### src/rtl/mem_access_stage.sv
// MEM stage of the RV32I pipeline: drives the data-memory req/ack bus,
// aligns store data, formats load data, and produces the MEM->WB register.
module mem_access_stage #(
  parameter int unsigned TIMEOUT = 16
) (
  input  logic        clk,
  input  logic        rst_n,
  input  logic        in_valid,
  input  logic [31:0] alu_result,
  input  logic [31:0] rs2,
  input  logic        mem_write,
  input  logic        mem_read,
  input  logic        reg_write,
  input  logic [1:0]  rf_wr_sel,
  input  logic [4:0]  wa,
  input  logic [1:0]  size,
  input  logic        is_unsigned,
  output logic        dmem_req,
  output logic        dmem_we,
  output logic [31:0] dmem_addr,
  output logic [31:0] dmem_wdata,
  output logic [3:0]  dmem_be,
  input  logic        dmem_ack,
  input  logic [31:0] dmem_rdata,
  output logic        stall,
  output logic [31:0] mem_wd,
  output logic        wb_valid,
  output logic        wb_reg_write,
  output logic [4:0]  wb_wa,
  output logic [1:0]  wb_rf_wr_sel,
  output logic [31:0] wb_alu_result,
  output logic [31:0] wb_load_data,
  output logic        misalign,
  output logic        bus_err
);

  localparam int unsigned CW = (TIMEOUT > 2) ? $clog2(TIMEOUT) : 1;

  typedef enum logic [0:0] {
    IDLE = 1'b0,
    REQ  = 1'b1
  } state_t;

  state_t state, state_nxt;

  logic          memop;
  logic          aligned;
  logic          issue;
  logic          mis_ev;
  logic          done;
  logic          abort;
  logic [CW-1:0] tmo_cnt;
  logic          tmo_last;

  logic [31:0]   st_wdata;
  logic [3:0]    st_be;

  // Instruction fields captured at issue so writeback does not depend on
  // the upstream keeping its inputs frozen for the whole access.
  logic [1:0]    lat_off;
  logic [1:0]    lat_size;
  logic          lat_uns;
  logic          lat_load;
  logic          lat_rw;
  logic [4:0]    lat_wa;
  logic [1:0]    lat_sel;
  logic [31:0]   lat_alu;

  logic [7:0]    ld_byte;
  logic [15:0]   ld_half;
  logic [31:0]   ld_data;

  assign memop    = in_valid & (mem_read | mem_write);
  assign mem_wd   = alu_result;
  assign tmo_last = (tmo_cnt == CW'(TIMEOUT - 1));

  // Natural-alignment check; size 3 is never a legal access
  always_comb begin
    aligned = 1'b0;
    case (size)
      2'd0:    aligned = 1'b1;
      2'd1:    aligned = ~alu_result[0];
      2'd2:    aligned = (alu_result[1:0] == 2'b00);
      default: aligned = 1'b0;
    endcase
  end

  // FSM next-state logic plus stall and event strobes
  always_comb begin
    state_nxt = state;
    stall     = 1'b0;
    issue     = 1'b0;
    mis_ev    = 1'b0;
    done      = 1'b0;
    abort     = 1'b0;
    case (state)
      IDLE: begin
        if (memop) begin
          if (aligned) begin
            issue     = 1'b1;
            stall     = 1'b1;
            state_nxt = REQ;
          end else begin
            mis_ev = 1'b1;
          end
        end
      end
      REQ: begin
        // Ack wins over an expiring timeout in the same cycle
        if (dmem_ack) begin
          done      = 1'b1;
          state_nxt = IDLE;
        end else if (tmo_last) begin
          abort     = 1'b1;
          state_nxt = IDLE;
        end else begin
          stall = 1'b1;
        end
      end
      default: state_nxt = IDLE;
    endcase
  end

  // Store lane replication and byte enables; loads enable all lanes
  always_comb begin
    st_wdata = rs2;
    st_be    = 4'b1111;
    case (size)
      2'd0: begin
        st_wdata = {4{rs2[7:0]}};
        st_be    = 4'b0001 << alu_result[1:0];
      end
      2'd1: begin
        st_wdata = {2{rs2[15:0]}};
        st_be    = 4'b0011 << alu_result[1:0];
      end
      default: begin
        st_wdata = rs2;
        st_be    = 4'b1111;
      end
    endcase
    if (!mem_write) begin
      st_be = 4'b1111;
    end
  end

  // Load lane selection followed by sign/zero extension
  always_comb begin
    ld_byte = dmem_rdata[7:0];
    case (lat_off)
      2'd0:    ld_byte = dmem_rdata[7:0];
      2'd1:    ld_byte = dmem_rdata[15:8];
      2'd2:    ld_byte = dmem_rdata[23:16];
      default: ld_byte = dmem_rdata[31:24];
    endcase
    ld_half = lat_off[1] ? dmem_rdata[31:16] : dmem_rdata[15:0];
    ld_data = dmem_rdata;
    case (lat_size)
      2'd0:    ld_data = lat_uns ? {24'b0, ld_byte} : {{24{ld_byte[7]}}, ld_byte};
      2'd1:    ld_data = lat_uns ? {16'b0, ld_half} : {{16{ld_half[15]}}, ld_half};
      default: ld_data = dmem_rdata;
    endcase
  end

  // FSM state register
  always_ff @(posedge clk or negedge rst_n) begin
    if (!rst_n) begin
      state <= IDLE;
    end else begin
      state <= state_nxt;
    end
  end

  // Counts unacknowledged REQ cycles; cleared whenever the access ends
  always_ff @(posedge clk or negedge rst_n) begin
    if (!rst_n) begin
      tmo_cnt <= '0;
    end else if ((state == REQ) && !done && !abort) begin
      tmo_cnt <= tmo_cnt + CW'(1);
    end else begin
      tmo_cnt <= '0;
    end
  end

  // Bus outputs and captured instruction fields; held stable while in REQ
  always_ff @(posedge clk or negedge rst_n) begin
    if (!rst_n) begin
      dmem_req   <= 1'b0;
      dmem_we    <= 1'b0;
      dmem_addr  <= '0;
      dmem_wdata <= '0;
      dmem_be    <= '0;
      lat_off    <= '0;
      lat_size   <= '0;
      lat_uns    <= 1'b0;
      lat_load   <= 1'b0;
      lat_rw     <= 1'b0;
      lat_wa     <= '0;
      lat_sel    <= '0;
      lat_alu    <= '0;
    end else if (issue) begin
      dmem_req   <= 1'b1;
      dmem_we    <= mem_write;
      dmem_addr  <= {alu_result[31:2], 2'b00};
      dmem_wdata <= st_wdata;
      dmem_be    <= st_be;
      lat_off    <= alu_result[1:0];
      lat_size   <= size;
      lat_uns    <= is_unsigned;
      lat_load   <= mem_read & ~mem_write;
      lat_rw     <= reg_write;
      lat_wa     <= wa;
      lat_sel    <= rf_wr_sel;
      lat_alu    <= alu_result;
    end else if (done || abort) begin
      dmem_req   <= 1'b0;
      dmem_we    <= 1'b0;
      dmem_addr  <= '0;
      dmem_wdata <= '0;
      dmem_be    <= '0;
    end
  end

  // MEM->WB register and one-cycle exception flags
  always_ff @(posedge clk or negedge rst_n) begin
    if (!rst_n) begin
      wb_valid      <= 1'b0;
      wb_reg_write  <= 1'b0;
      wb_wa         <= '0;
      wb_rf_wr_sel  <= '0;
      wb_alu_result <= '0;
      wb_load_data  <= '0;
      misalign      <= 1'b0;
      bus_err       <= 1'b0;
    end else begin
      misalign <= mis_ev;
      bus_err  <= abort;
      if ((state == IDLE) && !issue) begin
        wb_valid      <= in_valid;
        wb_reg_write  <= in_valid & reg_write & ~mis_ev;
        wb_wa         <= wa;
        wb_rf_wr_sel  <= rf_wr_sel;
        wb_alu_result <= alu_result;
        wb_load_data  <= '0;
      end else if (done) begin
        wb_valid      <= 1'b1;
        wb_reg_write  <= lat_rw;
        wb_wa         <= lat_wa;
        wb_rf_wr_sel  <= lat_sel;
        wb_alu_result <= lat_alu;
        wb_load_data  <= lat_load ? ld_data : '0;
      end else if (abort) begin
        wb_valid      <= 1'b1;
        wb_reg_write  <= 1'b0;
        wb_wa         <= lat_wa;
        wb_rf_wr_sel  <= lat_sel;
        wb_alu_result <= lat_alu;
        wb_load_data  <= '0;
      end else begin
        // Access still in flight: hand WB a bubble
        wb_valid      <= 1'b0;
        wb_reg_write  <= 1'b0;
        wb_load_data  <= '0;
      end
    end
  end

endmodule
### config.mk
export PLATFORM = sky130hd
export DESIGN_NAME = mem_access_stage
export DESIGN_NICKNAME = d
export VERILOG_FILES = /design/src/rtl/mem_access_stage.sv
export SDC_FILE = /design/constraint.sdc
export NUM_CORES = 1
export LEC_CHECK = 0
export ABC_AREA = 1
export CAP_MARGIN = 20
export CORE_MARGIN = 3
export CORE_UTILIZATION = 45
export DETAILED_ROUTE_END_ITERATION = 10
export GPL_ROUTABILITY_DRIVEN = 0
export PLACE_DENSITY_LB_ADDON = 0.25
export SETUP_SLACK_MARGIN = 0.3
export SLEW_MARGIN = 20
export SYNTH_ARGS = -nofsm -noshare
export SYNTH_HDL_FRONTEND = slang
export SYNTH_SLANG_ARGS = --single-unit
export TNS_END_PERCENT = 100
### constraint.sdc
create_clock -name clk -period 2.1 [get_ports clk]
set_input_delay 0.525 -clock clk [delete_from_list [all_inputs] [get_ports clk]]
set_output_delay 0.525 -clock clk [all_outputs]
set_load 0.02 [all_outputs]
=== Word level (Yosys, flattened, before mapping) ===
Cells that the tools add are included.

* Input bits: 113
* Memory bits (writable): 0
* Logic and storage cells: 103
* Latch bits: 0
* Bits in registers: 196
* Memories: 0
* Output and inout bits: 178
* Bits in read-only memories: 0

* Muxes and demuxes: 49
* Add/subtract/negate cells: 1
* Shifts and indexed selects: 2
* Magnitude comparators: 0
* Divide/modulo/power cells: 0
* $mul: 0
* Eq/ne operators: 6
* Bitwise operators: 9
* Reduce and logical (&&, ||, !) cells: 13

{| class="wikitable"
|+ Operators with widths
! operator !! count
|-
| 2-to-1 mux 32 bit || 11
|-
| one-hot mux 32 bit (2 select lines) || 2
|-
| one-hot mux 8 bit (3 select lines) || 1
|-
| 2-to-1 mux 1 bit || 21
|-
| 2-to-1 mux 16 bit || 1
|-
| 2-to-1 mux 4 bit || 4
|-
| 2-to-1 mux 5 bit || 3
|-
| logical NOT 2 bit || 4
|-
| one-hot mux 4 bit (2 select lines) || 1
|-
| == test 2 x 1 -> 1 bit (second input constant) || 3
|-
| 2-to-1 mux 2 bit || 3
|-
| adder 4 x 1 -> 4 bit (second input constant) || 1
|-
| bitwise AND 1 bit || 4
|-
| == test 2 bit (second input constant) || 2
|-
| == test 4 bit (second input constant) || 1
|-
| NOT 1 bit || 4
|-
| << shifter 1 x 2 -> 4 bit (first input constant) || 1
|-
| << shifter 2 x 2 -> 4 bit (first input constant) || 1
|-
| logical AND 1 bit || 3
|-
| logical NOT 1 bit || 3
|-
| one-hot mux 1 bit (3 select lines) || 1
|-
| nonzero test 3 bit || 1
|-
| one-hot mux 1 bit (2 select lines) || 1
|-
| nonzero test 2 bit || 1
|-
| other kinds (2) || 2
|}

=== Depth between registers and ports, before layout ===
* Depth in word-level cells: 8
* Gate-level depth with buffers: 10
* Mapped depth without buffers: 8

=== Least setup slack after synthesis ===
OpenSTA, ideal clock, no wires.

* Path type: in2out
* Start: in alu_result[1]
* End: out stall
* Arrival: 1,469 ps
* Stages on the path: 7
* Required time: 1,575 ps
* Setup slack: 106 ps
* Buffers on the path: 2
* Cell sequence: o21ai_0 nand2_1 nor2_4 inv_2 buf_2 nand2_2 buf_4

* Cells in the longest elaborated chain, start to end: 5

{| class="wikitable"
|+ Ends and longest elaborated chain
! item !! RTL line !! source
|-
| start, declared || 9 || <nowiki>input logic [31:0] alu_result,</nowiki>
|-
| logical NOT 2 bit || 83 || <nowiki>2'd2: aligned = (alu_result[1:0] == 2'b00);</nowiki>
|-
| one-hot mux 1 bit (3 select lines) || 80 || <nowiki>case (size)</nowiki>
|-
| 2-to-1 mux 1 bit || 99 || <nowiki>if (aligned) begin</nowiki>
|-
| 2-to-1 mux 1 bit || 98 || <nowiki>if (memop) begin</nowiki>
|-
| one-hot mux 1 bit (2 select lines) || 96 || <nowiki>case (state)</nowiki>
|-
| end, declared || 25 || <nowiki>output logic stall,</nowiki>
|}

Every way passes these cells.

=== Worst setup path after layout ===
* Start: in mem_write
* End: out stall

* Cells in the longest elaborated chain, start to end: 4

{| class="wikitable"
|+ Ends and longest elaborated chain
! item !! RTL line !! source
|-
| start, declared || 11 || <nowiki>input logic mem_write,</nowiki>
|-
| bitwise OR 1 bit || 73 || <nowiki>assign memop = in_valid & (mem_read | mem_write);</nowiki>
|-
| bitwise AND 1 bit || 73 ||
|-
| 2-to-1 mux 1 bit || 98 ||
|-
| one-hot mux 1 bit (2 select lines) || 96 ||
|}

Every way passes these cells.

==> impl_summary.md <==
Floorplan
The die width is 140 um. The die extent in y is 140 um. The number of ports placed on the die boundary is a little under 300. The floorplan step defined a die boundary enclosing 0.0196 mm2. The region available for standard cell placement spans 0.0174 mm2. The floorplan has 48 rows. The effective utilization at floorplan is 46.4%.

Final layout
Leaving out fill and tap cells, the most frequent cell in the layout is sky130_fd_sc_hd__nand2_1. The multi-input gate area in the final layout is ~0.0028 mm2. The area growth from synthesis to layout is 46.5%. Cells fill about two thirds of the core in the end. 0 antenna diodes ended up in the layout.

The filler cells instantiated in the layout total 1500. The footprint of the flip-flops and latches is 0.00481 mm2. The cell area after layout is 0.0118 mm2. Of the cells placed in the final design, the portion with a size suffix greater than 1 is 12.7%.

The net count reported at finish is 1370. The library cells used most frequently in the layout, excluding fill and tap cells, are 388 x sky130_fd_sc_hd__nand2_1, 191 x sky130_fd_sc_hd__dfrtp_1, 147 x sky130_fd_sc_hd__dlygate4sd2_1.

Drt
The number of vias after detailed routing is 7357. The wire length per cell is 15.8 um. The topmost layer with routed signal wires is met4. The routed wire length is 23600 um.

After the first detailed-routing iteration, the DRC count stood at 435. Using the TritonRoute via totals, the vias-per-cell ratio works out to 4.92. For this block, wires on met1 add up to 9810 um. The number of search-and-repair iterations in the first detailed-routing pass is 4. The total length of routed met3 wires is 1800 um. In the detailed route, the total length drawn on met2 is 11600 um. The number of remaining DRC errors is 0.

The detail route stage leaves a number of antenna-violating nets equal to 0.

Setup path
The data arrival time of the critical path is 1390 ps. The kind of end point of the critical path is an output pin. The critical path is of the in -> out type. The largest fanout of any net on the critical path is 2. The type of origin of the critical path is a primary input. The number of cells on the worst reg-to-reg path is 9. The required time of the worst setup path is around 1600 ps.

Clock tree
Clock latency on the worst-skew pair, taken at its later pin, is roughly 430 ps. The clock-pin transition on the worst setup and hold timing paths is 80 ps. The hold buffer count at CTS is 0. The root buffer cell is sky130_fd_sc_hd__clkbuf_16. The number of CTS-inserted buffers is 17. The clock drives 192 sinks. The worst-case clock buffer depth is 2. CTS built an H-tree with a depth of 4. The TritonCTS clock tree is done.

Synth
The most used flip-flop cell after synthesis is sky130_fd_sc_hd__dfrtp_1. Yosys mapped the design onto 25 distinct sky130hd cell types. Yosys mapped a number of flops with a built-in enable equal to 0. The instance count of the mapped netlist is ~950. The sequential share of the synthesized area is 59.5%. In this run the cell area of the synthesized design comes to 0.00808 mm2. The average cell area after synthesis is 8.50 um2. The share of flip-flops with an asynchronous set or reset is 100%. The Yosys step of the flow raised 0 warnings. The synthesized design contains 192 register bits.

Timing
Setup repair after global routing could not meet its margin everywhere. On the final layout, the worst clock skew is 15.3 ps. After layout, the minimum clock period comes to 1910 ps. Timing would allow up to 523 MHz. For the pin with the worst max-slew slack, the measured transition is 819 ps.

The post-route fraction of the period consumed by the critical path is 91.1%. In this run the tightest slew margin relative to its limit is 45.4%. Setup violations remaining at the end of the flow were counted as 0. The max-slew violation count came to 0. The hold violation total from the final report is 0.

Pwr
The power density of the placed cells is 933 mW/mm2. The leakage power figure is around 6.4 nW. The largest voltage drop on the vdd net is 0.725 mV.

Global routing
Across every metal layer, demand over resource in global routing totals 23.8%. The number of antenna violations at the first check in global routing is 0. The maximum number of pins on one net before global-route repair is 76. The number of global-route vias before repair is approximately 7200. The total overflow left after global routing is 0. The wire length of the first global-routing pass is 37400 um.

Status
The flow ran to the end, and the final reports show no timing, DRC or antenna violations.

Place
The count of buffers added on input and output ports is 288. The placed instances occupy a cell area of between 0.01 and 0.015 mm2. The HPWL after detailed placement is 16100 um.

Min path
In this run the worst hold path is classified as in -> async.

Flow run
The max capacitance violation total is 0.
-- synth_stat cells (2+ instances only) --
master	count	area [um2]
sky130_fd_sc_hd__nor2_1	64	240
sky130_fd_sc_hd__inv_1	39	146
sky130_fd_sc_hd__buf_2	8	40.0
sky130_fd_sc_hd__buf_4	40	300
sky130_fd_sc_hd__o21ai_0	75	375
sky130_fd_sc_hd__dfrtp_1	192	4800
sky130_fd_sc_hd__o21ai_1	2	10.0
sky130_fd_sc_hd__a21oi_1	41	205
sky130_fd_sc_hd__a31oi_1	2	12.5
sky130_fd_sc_hd__nand3_1	55	275
sky130_fd_sc_hd__buf_1	2	7.51
sky130_fd_sc_hd__nand2_1	391	1470
sky130_fd_sc_hd__clkbuf_1	26	97.6
sky130_fd_sc_hd__inv_2	3	11.3
-- critical path, stage by stage --
cell and delay [ps]:
sky130_fd_sc_hd__dlygate4sd2_1 260, sky130_fd_sc_hd__nor2_4 60, sky130_fd_sc_hd__nor2_4 90, sky130_fd_sc_hd__nand2_2 80, sky130_fd_sc_hd__nor2_4 110, sky130_fd_sc_hd__inv_2 60, sky130_fd_sc_hd__nand2_4 70, sky130_fd_sc_hd__buf_6 120
-- metal layers --
| metal | vias to the layer above | global-route usage [%] |
|---|---|---|
| li1 | 3582 | - |
| met1 | 3494 | 30.8 |
| met2 | 253 | 39.3 |
| met3 | 28 | 6.45 |
| met4 | 0 | 7.55 |
| met5 | - | 0 |
-- kinds of logic after synthesis --
family / Yosys count / synth area share [%]
and+or+nand+nor: 515 / 25.0
adders and majority gates: 1 / 0.155
other: 1 / 0.0464
xor gates and xnor gates: 2 / 0.217
DFF: 192 / 59.5
buffers and inverters: 119 / 7.51
AOI/OAI and AO/OA: 121 / 7.56
-- path summary, 6_finish.rpt --
| check | from | to | slack (ps) |
|---|---|---|---|
| setup / recovery | mem_write | stall | 190 |
| hold / removal | rst_n | dmem_wdata[15] | 50 |
| setup reg to reg | tmo_cnt[0] | dmem_wdata[18] | 320 |
| hold reg to reg | dmem_addr[24] | dmem_addr[24] | 470 |
| max in group asynchronous | rst_n | wb_valid | 1410 |
| min in group clk | dmem_addr[24] | dmem_addr[24] | 470 |
-- timing repair --
| item | 4_1_cts | 5_1_grt |
|---|---|---|
| pin swaps | 2 | 6 |
| endpoints found under the setup margin | 327 | 90 |
| gates cloned | 0 | 1 |
| gates resized for setup | 271 | 32 |
| setup buffers | 3 | 5 |
-- report_power, final --
part / leakage (nW) / switching [mW] / internal [mW]
clock: 0.297 / 1.60 / 1.73
sequential: 2.46 / 0.370 / 4.34
combinational: 3.67 / 1.84 / 1.17
-- state kept, by name, summed over array words and instances, names as in the netlist, 2 cells and up --
register       count
dmem_wdata        32
wb_load_data      32
lat_wa             5
lat_alu           31
wb_alu_result     32
tmo_cnt            4
lat_size           2
wb_wa              5
dmem_addr         30
lat_sel            2
wb_rf_wr_sel       2
dmem_be            4
-- metrics by stage --
stage	power (mW)	cells	TNS [ps]	worst slack, ps	hold slack [ps]
floorplan	6.37	952	0	269	229
global placement	8.03	1453	-56690	-694	445
detailed placement	8.12	1453	-62550	-699	452
CTS	11.1	1488	0	110	55.5
global route	11.6	1494	0	120	67.7
finish	11.0	1494	0	187	47.5
-- final cells by class --
cell class / count / area share (%)
flip-flops and latches: 192 / 40.6
clock buffers: 17 / 3.59
multi-input cells: 641 / 23.2
well taps: 225 / 2.38
clock inverters: 15 / 1.58
inverters: 43 / 1.36
repair buffers: 361 / 27.2
Note: power is estimated with default switching activity, not from simulation.
